**config.mk**
```make
export PLATFORM = sky130hd
export DESIGN_NAME = sensor_scan_scheduler_flat
export DESIGN_NICKNAME = d
export VERILOG_FILES = /design/src/rtl/sensor_scan_scheduler_if.sv /design/src/rtl/sensor_scan_scheduler.sv /design/src/flat_wrapper.sv
export SDC_FILE = /design/constraint.sdc
export NUM_CORES = 1
export LEC_CHECK = 0
export BUFFER_PORTS_ARGS = -buffer_cell sky130_fd_sc_hd__buf_2
export CAP_MARGIN = 20
export CORE_UTILIZATION = 47
export CTS_CLUSTER_DIAMETER = 40
export DETAILED_ROUTE_END_ITERATION = 10
export GPL_ROUTABILITY_DRIVEN = 0
export MAX_ROUTING_LAYER = met4
export PLACE_DENSITY = 0.92
export SYNTH_ARGS = -nofsm -noshare
export SYNTH_HDL_FRONTEND = slang
export SYNTH_SLANG_ARGS = --single-unit
export TNS_END_PERCENT = 10
```
**constraint.sdc**
```tcl
create_clock -name clk -period 2.5 [get_ports clk]
set_input_delay 0.25 -clock clk [delete_from_list [all_inputs] [get_ports clk]]
set_output_delay 0.25 -clock clk [all_outputs]
set_load 0.02 [all_outputs]
```
**src/rtl/sensor_scan_scheduler_if.sv**
```systemverilog
// ---------------------------------------------------------------------------
// sensor_scan_scheduler_if
//
// Purpose : Bundles every signal between the sensor scan scheduler and its
//           surroundings (sensor channels, the shared outlier engine and the
//           FPGA top level) into one interface.
//
// Modports:
//   master - the scheduler side (drives req_ready, eng_*, flag outputs)
//   slave  - the environment side (drives req_valid/req_data, engine
//            handshake and verdicts)
//
// Signals:
//   req_valid[NUM_CH]      channel i has a sample pending
//   req_data[NUM_CH*DW]    channel i sample at [i*DATA_W +: DATA_W]
//   req_ready[NUM_CH]      one-hot accept strobe
//   eng_valid/eng_data/eng_ch/eng_ready   sample handshake to the engine
//   res_valid/res_ch/res_outlier          verdict from the engine
//   outlier_flags/outlier_any/anomaly_pulse  per-channel verdict state
//   busy                   scheduler not idle
//   timeout_err            one-cycle pulse when a request is abandoned
// ---------------------------------------------------------------------------
interface sensor_scan_scheduler_if #(
  parameter int NUM_CH = 4,
  parameter int DATA_W = 12
);
  localparam int CH_W = $clog2(NUM_CH);

  logic [NUM_CH-1:0]        req_valid;
  logic [NUM_CH*DATA_W-1:0] req_data;
  logic [NUM_CH-1:0]        req_ready;

  logic                     eng_valid;
  logic [DATA_W-1:0]        eng_data;
  logic [CH_W-1:0]          eng_ch;
  logic                     eng_ready;

  logic                     res_valid;
  logic [CH_W-1:0]          res_ch;
  logic                     res_outlier;

  logic [NUM_CH-1:0]        outlier_flags;
  logic                     outlier_any;
  logic                     anomaly_pulse;
  logic                     busy;
  logic                     timeout_err;

  modport master (
    input  req_valid, req_data, eng_ready, res_valid, res_ch, res_outlier,
    output req_ready, eng_valid, eng_data, eng_ch,
           outlier_flags, outlier_any, anomaly_pulse, busy, timeout_err
  );

  modport slave (
    output req_valid, req_data, eng_ready, res_valid, res_ch, res_outlier,
    input  req_ready, eng_valid, eng_data, eng_ch,
           outlier_flags, outlier_any, anomaly_pulse, busy, timeout_err
  );
endinterface

```
**src/rtl/sensor_scan_scheduler.sv**
```systemverilog
// ---------------------------------------------------------------------------
// sensor_scan_scheduler
//
// Purpose : Round-robin scheduler sharing one outlier-detection engine among
//           NUM_CH sensor channels. One sample is in flight at a time:
//           IDLE grants a channel, ISSUE presents the sample to the engine,
//           WAIT_RES waits for the matching verdict and folds it into the
//           per-channel outlier flags.
//
// Ports   :
//   clk  - system clock, rising edge
//   rst  - synchronous active-high reset (aborts any in-flight request)
//   bus  - sensor_scan_scheduler_if.master (see interface file)
//
// Parameters:
//   NUM_CH  (2..8)   number of channels
//   DATA_W           sample width
//   TIMEOUT (1..255) WAIT_RES cycle budget when the timeout is built
//
// Build option:
//   SCHED_TIMEOUT_EN - when defined, WAIT_RES abandons the request after
//                      TIMEOUT cycles and pulses timeout_err. When undefined,
//                      WAIT_RES waits forever and timeout_err is tied low.
// ---------------------------------------------------------------------------
module sensor_scan_scheduler #(
  parameter int NUM_CH  = 4,
  parameter int DATA_W  = 12,
  parameter int TIMEOUT = 15
) (
  input  logic                   clk,
  input  logic                   rst,
  sensor_scan_scheduler_if.master bus
);
  localparam int CH_W = $clog2(NUM_CH);

  // Elaboration-time parameter range guards.
  if (NUM_CH < 2 || NUM_CH > 8) begin : g_bad_num_ch
    $error("sensor_scan_scheduler: NUM_CH must be 2..8");
  end
  if (TIMEOUT < 1 || TIMEOUT > 255) begin : g_bad_timeout
    $error("sensor_scan_scheduler: TIMEOUT must be 1..255");
  end

  typedef enum logic [1:0] {IDLE, ISSUE, WAIT_RES} state_t;

  state_t            state_q, state_d;
  logic [CH_W-1:0]   last_grant_q, last_grant_d;
  logic [CH_W-1:0]   eng_ch_q, eng_ch_d;
  logic [DATA_W-1:0] eng_data_q, eng_data_d;
  logic [NUM_CH-1:0] flags_q, flags_d;
  logic              any_q;
  logic              pulse_q;
  logic              tmo_err_q, tmo_err_d;
  logic [NUM_CH-1:0] req_ready_d;

`ifdef SCHED_TIMEOUT_EN
  logic [7:0]        tmo_cnt_q, tmo_cnt_d;
`endif

  // Per-channel sample slices of the flat request bus.
  logic [DATA_W-1:0] slice [NUM_CH];
  for (genvar gi = 0; gi < NUM_CH; gi++) begin : g_slice
    assign slice[gi] = bus.req_data[gi*DATA_W +: DATA_W];
  end

  // Round-robin search starting just after the last granted channel.
  logic              grant_found;
  logic [CH_W-1:0]   grant_ch;
  always_comb begin
    int idx;
    grant_found = 1'b0;
    grant_ch    = '0;
    idx         = 0;
    for (int k = 1; k <= NUM_CH; k++) begin
      idx = (int'(last_grant_q) + k) % NUM_CH;
      if (!grant_found && bus.req_valid[CH_W'(idx)]) begin
        grant_found = 1'b1;
        grant_ch    = CH_W'(idx);
      end
    end
  end

  // Next-state and combinational outputs.
  always_comb begin
    state_d      = state_q;
    last_grant_d = last_grant_q;
    eng_ch_d     = eng_ch_q;
    eng_data_d   = eng_data_q;
    flags_d      = flags_q;
    tmo_err_d    = 1'b0;
    req_ready_d  = '0;
`ifdef SCHED_TIMEOUT_EN
    tmo_cnt_d    = tmo_cnt_q;
`endif
    case (state_q)
      IDLE: begin
        if (grant_found) begin
          req_ready_d  = NUM_CH'(1) << grant_ch;
          eng_ch_d     = grant_ch;
          last_grant_d = grant_ch;
          eng_data_d   = slice[grant_ch];
          state_d      = ISSUE;
        end
      end
      ISSUE: begin
        // Verdicts arriving here are not ours yet; only eng_ready matters.
        if (bus.eng_ready) begin
          state_d = WAIT_RES;
`ifdef SCHED_TIMEOUT_EN
          tmo_cnt_d = '0;
`endif
        end
      end
      WAIT_RES: begin
        if (bus.res_valid && (bus.res_ch == eng_ch_q)) begin
          // A matching verdict wins even in the last timeout cycle.
          flags_d[eng_ch_q] = bus.res_outlier;
          state_d           = IDLE;
        end
`ifdef SCHED_TIMEOUT_EN
        else if (tmo_cnt_q == 8'(TIMEOUT - 1)) begin
          tmo_err_d = 1'b1;
          state_d   = IDLE;
        end else begin
          tmo_cnt_d = tmo_cnt_q + 8'd1;
        end
`endif
      end
      default: state_d = IDLE;
    endcase
  end

  always_ff @(posedge clk) begin
    if (rst) begin
      state_q      <= IDLE;
      last_grant_q <= CH_W'(NUM_CH - 1);
      eng_ch_q     <= '0;
      eng_data_q   <= '0;
      flags_q      <= '0;
      any_q        <= 1'b0;
      pulse_q      <= 1'b0;
      tmo_err_q    <= 1'b0;
`ifdef SCHED_TIMEOUT_EN
      tmo_cnt_q    <= '0;
`endif
    end else begin
      state_q      <= state_d;
      last_grant_q <= last_grant_d;
      eng_ch_q     <= eng_ch_d;
      eng_data_q   <= eng_data_d;
      flags_q      <= flags_d;
      // Summary outputs follow the next-state flags so they change on the
      // same edge as outlier_flags; the pulse marks only 0->1 rises.
      any_q        <= |flags_d;
      pulse_q      <= |(flags_d & ~flags_q);
      tmo_err_q    <= tmo_err_d;
`ifdef SCHED_TIMEOUT_EN
      tmo_cnt_q    <= tmo_cnt_d;
`endif
    end
  end

  assign bus.req_ready     = req_ready_d;
  assign bus.eng_valid     = (state_q == ISSUE);
  assign bus.eng_data      = eng_data_q;
  assign bus.eng_ch        = eng_ch_q;
  assign bus.outlier_flags = flags_q;
  assign bus.outlier_any   = any_q;
  assign bus.anomaly_pulse = pulse_q;
  assign bus.busy          = (state_q != IDLE);
`ifdef SCHED_TIMEOUT_EN
  assign bus.timeout_err   = tmo_err_q;
`else
  assign bus.timeout_err   = 1'b0;
`endif

endmodule

```
**src/flat_wrapper.sv**
```systemverilog
// flat-port wrapper written by rule: the top's interface ports become plain ports
module sensor_scan_scheduler_flat 
#(
  parameter int NUM_CH  = 4,
  parameter int DATA_W  = 12,
  parameter int TIMEOUT = 15
)
  (clk, rst, bus_req_valid, bus_req_data, bus_eng_ready, bus_res_valid, bus_res_ch, bus_res_outlier, bus_req_ready, bus_eng_valid, bus_eng_data, bus_eng_ch, bus_outlier_flags, bus_outlier_any, bus_anomaly_pulse, bus_busy, bus_timeout_err);
  sensor_scan_scheduler_if #(.NUM_CH(NUM_CH), .DATA_W(DATA_W)) bus_i ();
  input  logic clk;
  input  logic rst;
  input wire logic [$bits(bus_i.req_valid)-1:0] bus_req_valid;
  input wire logic [$bits(bus_i.req_data)-1:0] bus_req_data;
  input wire logic [$bits(bus_i.eng_ready)-1:0] bus_eng_ready;
  input wire logic [$bits(bus_i.res_valid)-1:0] bus_res_valid;
  input wire logic [$bits(bus_i.res_ch)-1:0] bus_res_ch;
  input wire logic [$bits(bus_i.res_outlier)-1:0] bus_res_outlier;
  output wire logic [$bits(bus_i.req_ready)-1:0] bus_req_ready;
  output wire logic [$bits(bus_i.eng_valid)-1:0] bus_eng_valid;
  output wire logic [$bits(bus_i.eng_data)-1:0] bus_eng_data;
  output wire logic [$bits(bus_i.eng_ch)-1:0] bus_eng_ch;
  output wire logic [$bits(bus_i.outlier_flags)-1:0] bus_outlier_flags;
  output wire logic [$bits(bus_i.outlier_any)-1:0] bus_outlier_any;
  output wire logic [$bits(bus_i.anomaly_pulse)-1:0] bus_anomaly_pulse;
  output wire logic [$bits(bus_i.busy)-1:0] bus_busy;
  output wire logic [$bits(bus_i.timeout_err)-1:0] bus_timeout_err;
  assign bus_i.req_valid = bus_req_valid;
  assign bus_i.req_data = bus_req_data;
  assign bus_i.eng_ready = bus_eng_ready;
  assign bus_i.res_valid = bus_res_valid;
  assign bus_i.res_ch = bus_res_ch;
  assign bus_i.res_outlier = bus_res_outlier;
  assign bus_req_ready = bus_i.req_ready;
  assign bus_eng_valid = bus_i.eng_valid;
  assign bus_eng_data = bus_i.eng_data;
  assign bus_eng_ch = bus_i.eng_ch;
  assign bus_outlier_flags = bus_i.outlier_flags;
  assign bus_outlier_any = bus_i.outlier_any;
  assign bus_anomaly_pulse = bus_i.anomaly_pulse;
  assign bus_busy = bus_i.busy;
  assign bus_timeout_err = bus_i.timeout_err;
  sensor_scan_scheduler #(.NUM_CH(NUM_CH), .DATA_W(DATA_W), .TIMEOUT(TIMEOUT)) u_core (.clk(clk), .rst(rst), .bus(bus_i));
endmodule
```
==> results.json <==
{
  "h-tree-depth": 1,
  "synth_nets": 236,
  "ctsHoldBuffers": 0,
  "core-area_um2": 3053,
  "cpPeakStageDelay_ns": 0.46,
  "synthTopCellsByArea": "dfxtp_1 32%, mux2i_1 11%, a21bo_2 8.0%",
  "synth_seq_area_share": 0.3189,
  "cp.required_ns": 2.25,
  "syn_area_um2": 1506,
  "cp_cell_sequence": "mux2i_1 > a2bb2oi_2 > nand2_2 > and3_1 > buf_2",
  "first_global_vias": 1463,
  "start_kind": "flop",
  "p_per_area_nw_per_um2": 569.0,
  "grt_start_max_net_pins": 16,
  "synth_cell_types": 42,
  "fmax_mhz": 433.1,
  "cts_buffers": 3,
  "dr.pass1.iters": 4,
  "status": "finished clean",
  "switching_power_uw": 419.1,
  "netlist_instances": 177,
  "antenna_found_initial": 0,
  "die-height_um": 58.62,
  "crit_arrival_ns": 2.06,
  "seqPwrFrac": 0.420,
  "finalHoldViolCount": 0,
  "synth.avg_cell_area_um2": 8.511,
  "clockBufferDepth": 2,
  "area_growth_pct": 31.81,
  "peakVddDrop_uv": 447.1,
  "portBuffers": 84,
  "synth-edff-count": 0,
  "fin_tns_setup_ns": 0,
  "final_nets": 316,
  "drt_wl_total_um": 3981,
  "antenna_left": 0,
  "critPathBufInv": 1,
  "drcViolationCount": 0,
  "die_w_um": 58.62,
  "num_rows": 20,
  "insertion_delay_ns": 0.31,
  "max_slew_margin": 0.6664,
  "vias": 1591,
  "cap_violations": 0,
  "cts.sinks": 24,
  "cts_tree": "built",
  "synthArstFlopShare": 0,
  "wl_per_cell_um": 13.27,
  "grt_pass1_wl_um": 6161,
  "slowest_stage": "dfxtp_2",
  "min_path_type": "in2reg",
  "layout-drive-gt1-share": 0.4414,
  "io_pins": 86,
  "crit_family": "simple AND/OR/NAND/NOR gates",
  "synth-seq-cells": 24,
  "clock-skew-final_ns": 0.007202,
  "ys_warn_count": 0,
  "synthDominantCellAreaShare": 0.3189,
  "rsz0062_at_grt": "no",
  "grt-ovfl-total": 0,
  "setup_viol": 0,
  "pwr-share-comb": 0.398,
  "crit_type": "reg2out",
  "dominantRegCellSynth": "dfxtp_1",
  "vias_per_cell": 5.303,
  "cts_root_buf": "clkbuf_4",
  "clkPwrFrac": 0.182,
  "fin_crit_sh": 0.9235,
  "crit_fanout": 14,
  "drt_iter0_drc": 78,
  "holdWs_ns": 0.1837,
  "cts.reportedPaths.clkPinSlew_ns": 0.14,
  "post-dp-hpwl_um": 3125,
  "power_switching_share": 0.3710,
  "end_kind": "output pin",
  "die_area_um2": 3436,
  "final_max_slew_viol_count": 0,
  "yosys.area.top_type": "dfxtp_1",
  "cellLeakagePower_nw": 0.9404,
  "grt_use_total": 0.2395,
  "antenna_cells": 0,
  "tightest_slew_ns": 0.4999,
  "intPower_uw": 710.7,
  "min_period_ns": 2.309,
  "initial_core_util": 0.4934
}
[sequential cells by signal, summed over array words and instances, names as in the netlist]
name and flops:
u_core.bus.anomaly_pulse 1, u_core.bus.outlier_flags 4, u_core.state_q 2, u_core.bus.eng_ch 2
u_core.bus.outlier_any 1, u_core.last_grant_q 2, u_core.bus.eng_data 12
[cells in the final DEF (no fill, tap or decap), types with 4 or more instances in the layout]
master | Yosys | layout
nand3_1 | 12 | 12
mux2i_1 | 17 | 17
buf_2 | 5 | 84
nand2b_1 | 5 | 5
a21bo_2 | 12 | 12
nor2_1 | 12 | 12
nand2_1 | 17 | 17
dfxtp_1 | 24 | 23
o21ai_0 | 12 | 12
o211ai_1 | 13 | 13
a21oi_1 | 4 | 4
[cells by family after synthesis]
group | share of synthesized area
flip-flops | 0.3189
multiplexers | 0.1304
AND/OR/NAND/NOR | 0.2218
AO/OA/AOI/OAI | 0.2633
other | 0.002489
buffers and inverters | 0.04651
XOR/XNOR | 0.01662
[cells in the mapped netlist (all sizes together), types with 2 or more instances]
cell type / number
a21bo: 12
a21oi: 4
buf: 8
clkbuf: 4
dfxtp: 24
inv: 2
mux2i: 17
nand2: 18
nand2b: 5
nand3: 13
nor2: 13
nor2b: 3
nor3: 2
nor4: 3
o211ai: 13
o21ai: 12
o2bb2ai: 2
or3: 2
or4: 2
xnor2: 2
[final cells by class]
cell class,instances,area (um2)
multi-input combinational,139,962.2
timing repair buffer,87,442.9
inverter,2,7.507
clock buffer,4,36.28
sequential,24,481.7
tap,44,55.05
fill,283,1067
[final timing paths]
path                            endpoint  depth (start not counted)  slack [ns]                   start
setup / recovery        bus_req_ready[1]                          5        0.19  u_core.last_grant_q[1]
hold / removal         u_core.state_q[1]                          3        0.18           bus_eng_ready
setup reg to reg  u_core.bus.outlier_any                          5        0.66    u_core.bus.eng_ch[1]
hold reg to reg   u_core.bus.eng_data[1]                          2        0.50  u_core.bus.eng_data[1]
[what timing repair did]
action / CTS / global route
setup endpoints to repair: 0 / 3
buffers inserted: 0 / 0
resized for setup: 0 / 2
[stage by stage]
step	utilization	std cells	worst slack [ns]	cell area, um2	total power [mW]
floorplan	-	177	0.6173	1506	0.7835
global placement	0.6361	296	0.4742	1942	0.9139
detailed placement	0.6361	296	0.4046	1942	0.9278
CTS	0.6480	300	0.03223	1978	1.127
global route	0.6504	300	0.08279	1986	1.190
finish	0.6504	300	0.1913	1986	1.130
[per-layer routing]
metal / up-vias / share of wire / global-route usage
met5: - / 0 / -
met4: 0 / 0.016 / 0.09864
met3: 6 / 0.035 / 0.03297
met2: 46 / 0.53 / 0.4302
met1: 735 / 0.41 / 0.2657
li1: 804 / - / -
[worst min-delay path: cells and delay by family]
kind                   cells  cell delay [ns]
AOI/OAI and AO/OA          1             0.05
buffers and inverters      1             0.08
and+or+nand+nor            1             0.08
[power groups by stage]
stage | combinational [mW] | sequential [mW] | clock [mW]
2_1_floorplan | 0.267 | 0.517 | 0
3_3_place_gp | 0.435 | 0.479 | 0
3_5_place_dp | 0.447 | 0.481 | 0
4_1_cts | 0.448 | 0.472 | 0.207
5_1_grt | 0.488 | 0.481 | 0.221
6_report | 0.449 | 0.475 | 0.205
Note: power is estimated with default switching activity, not from simulation.
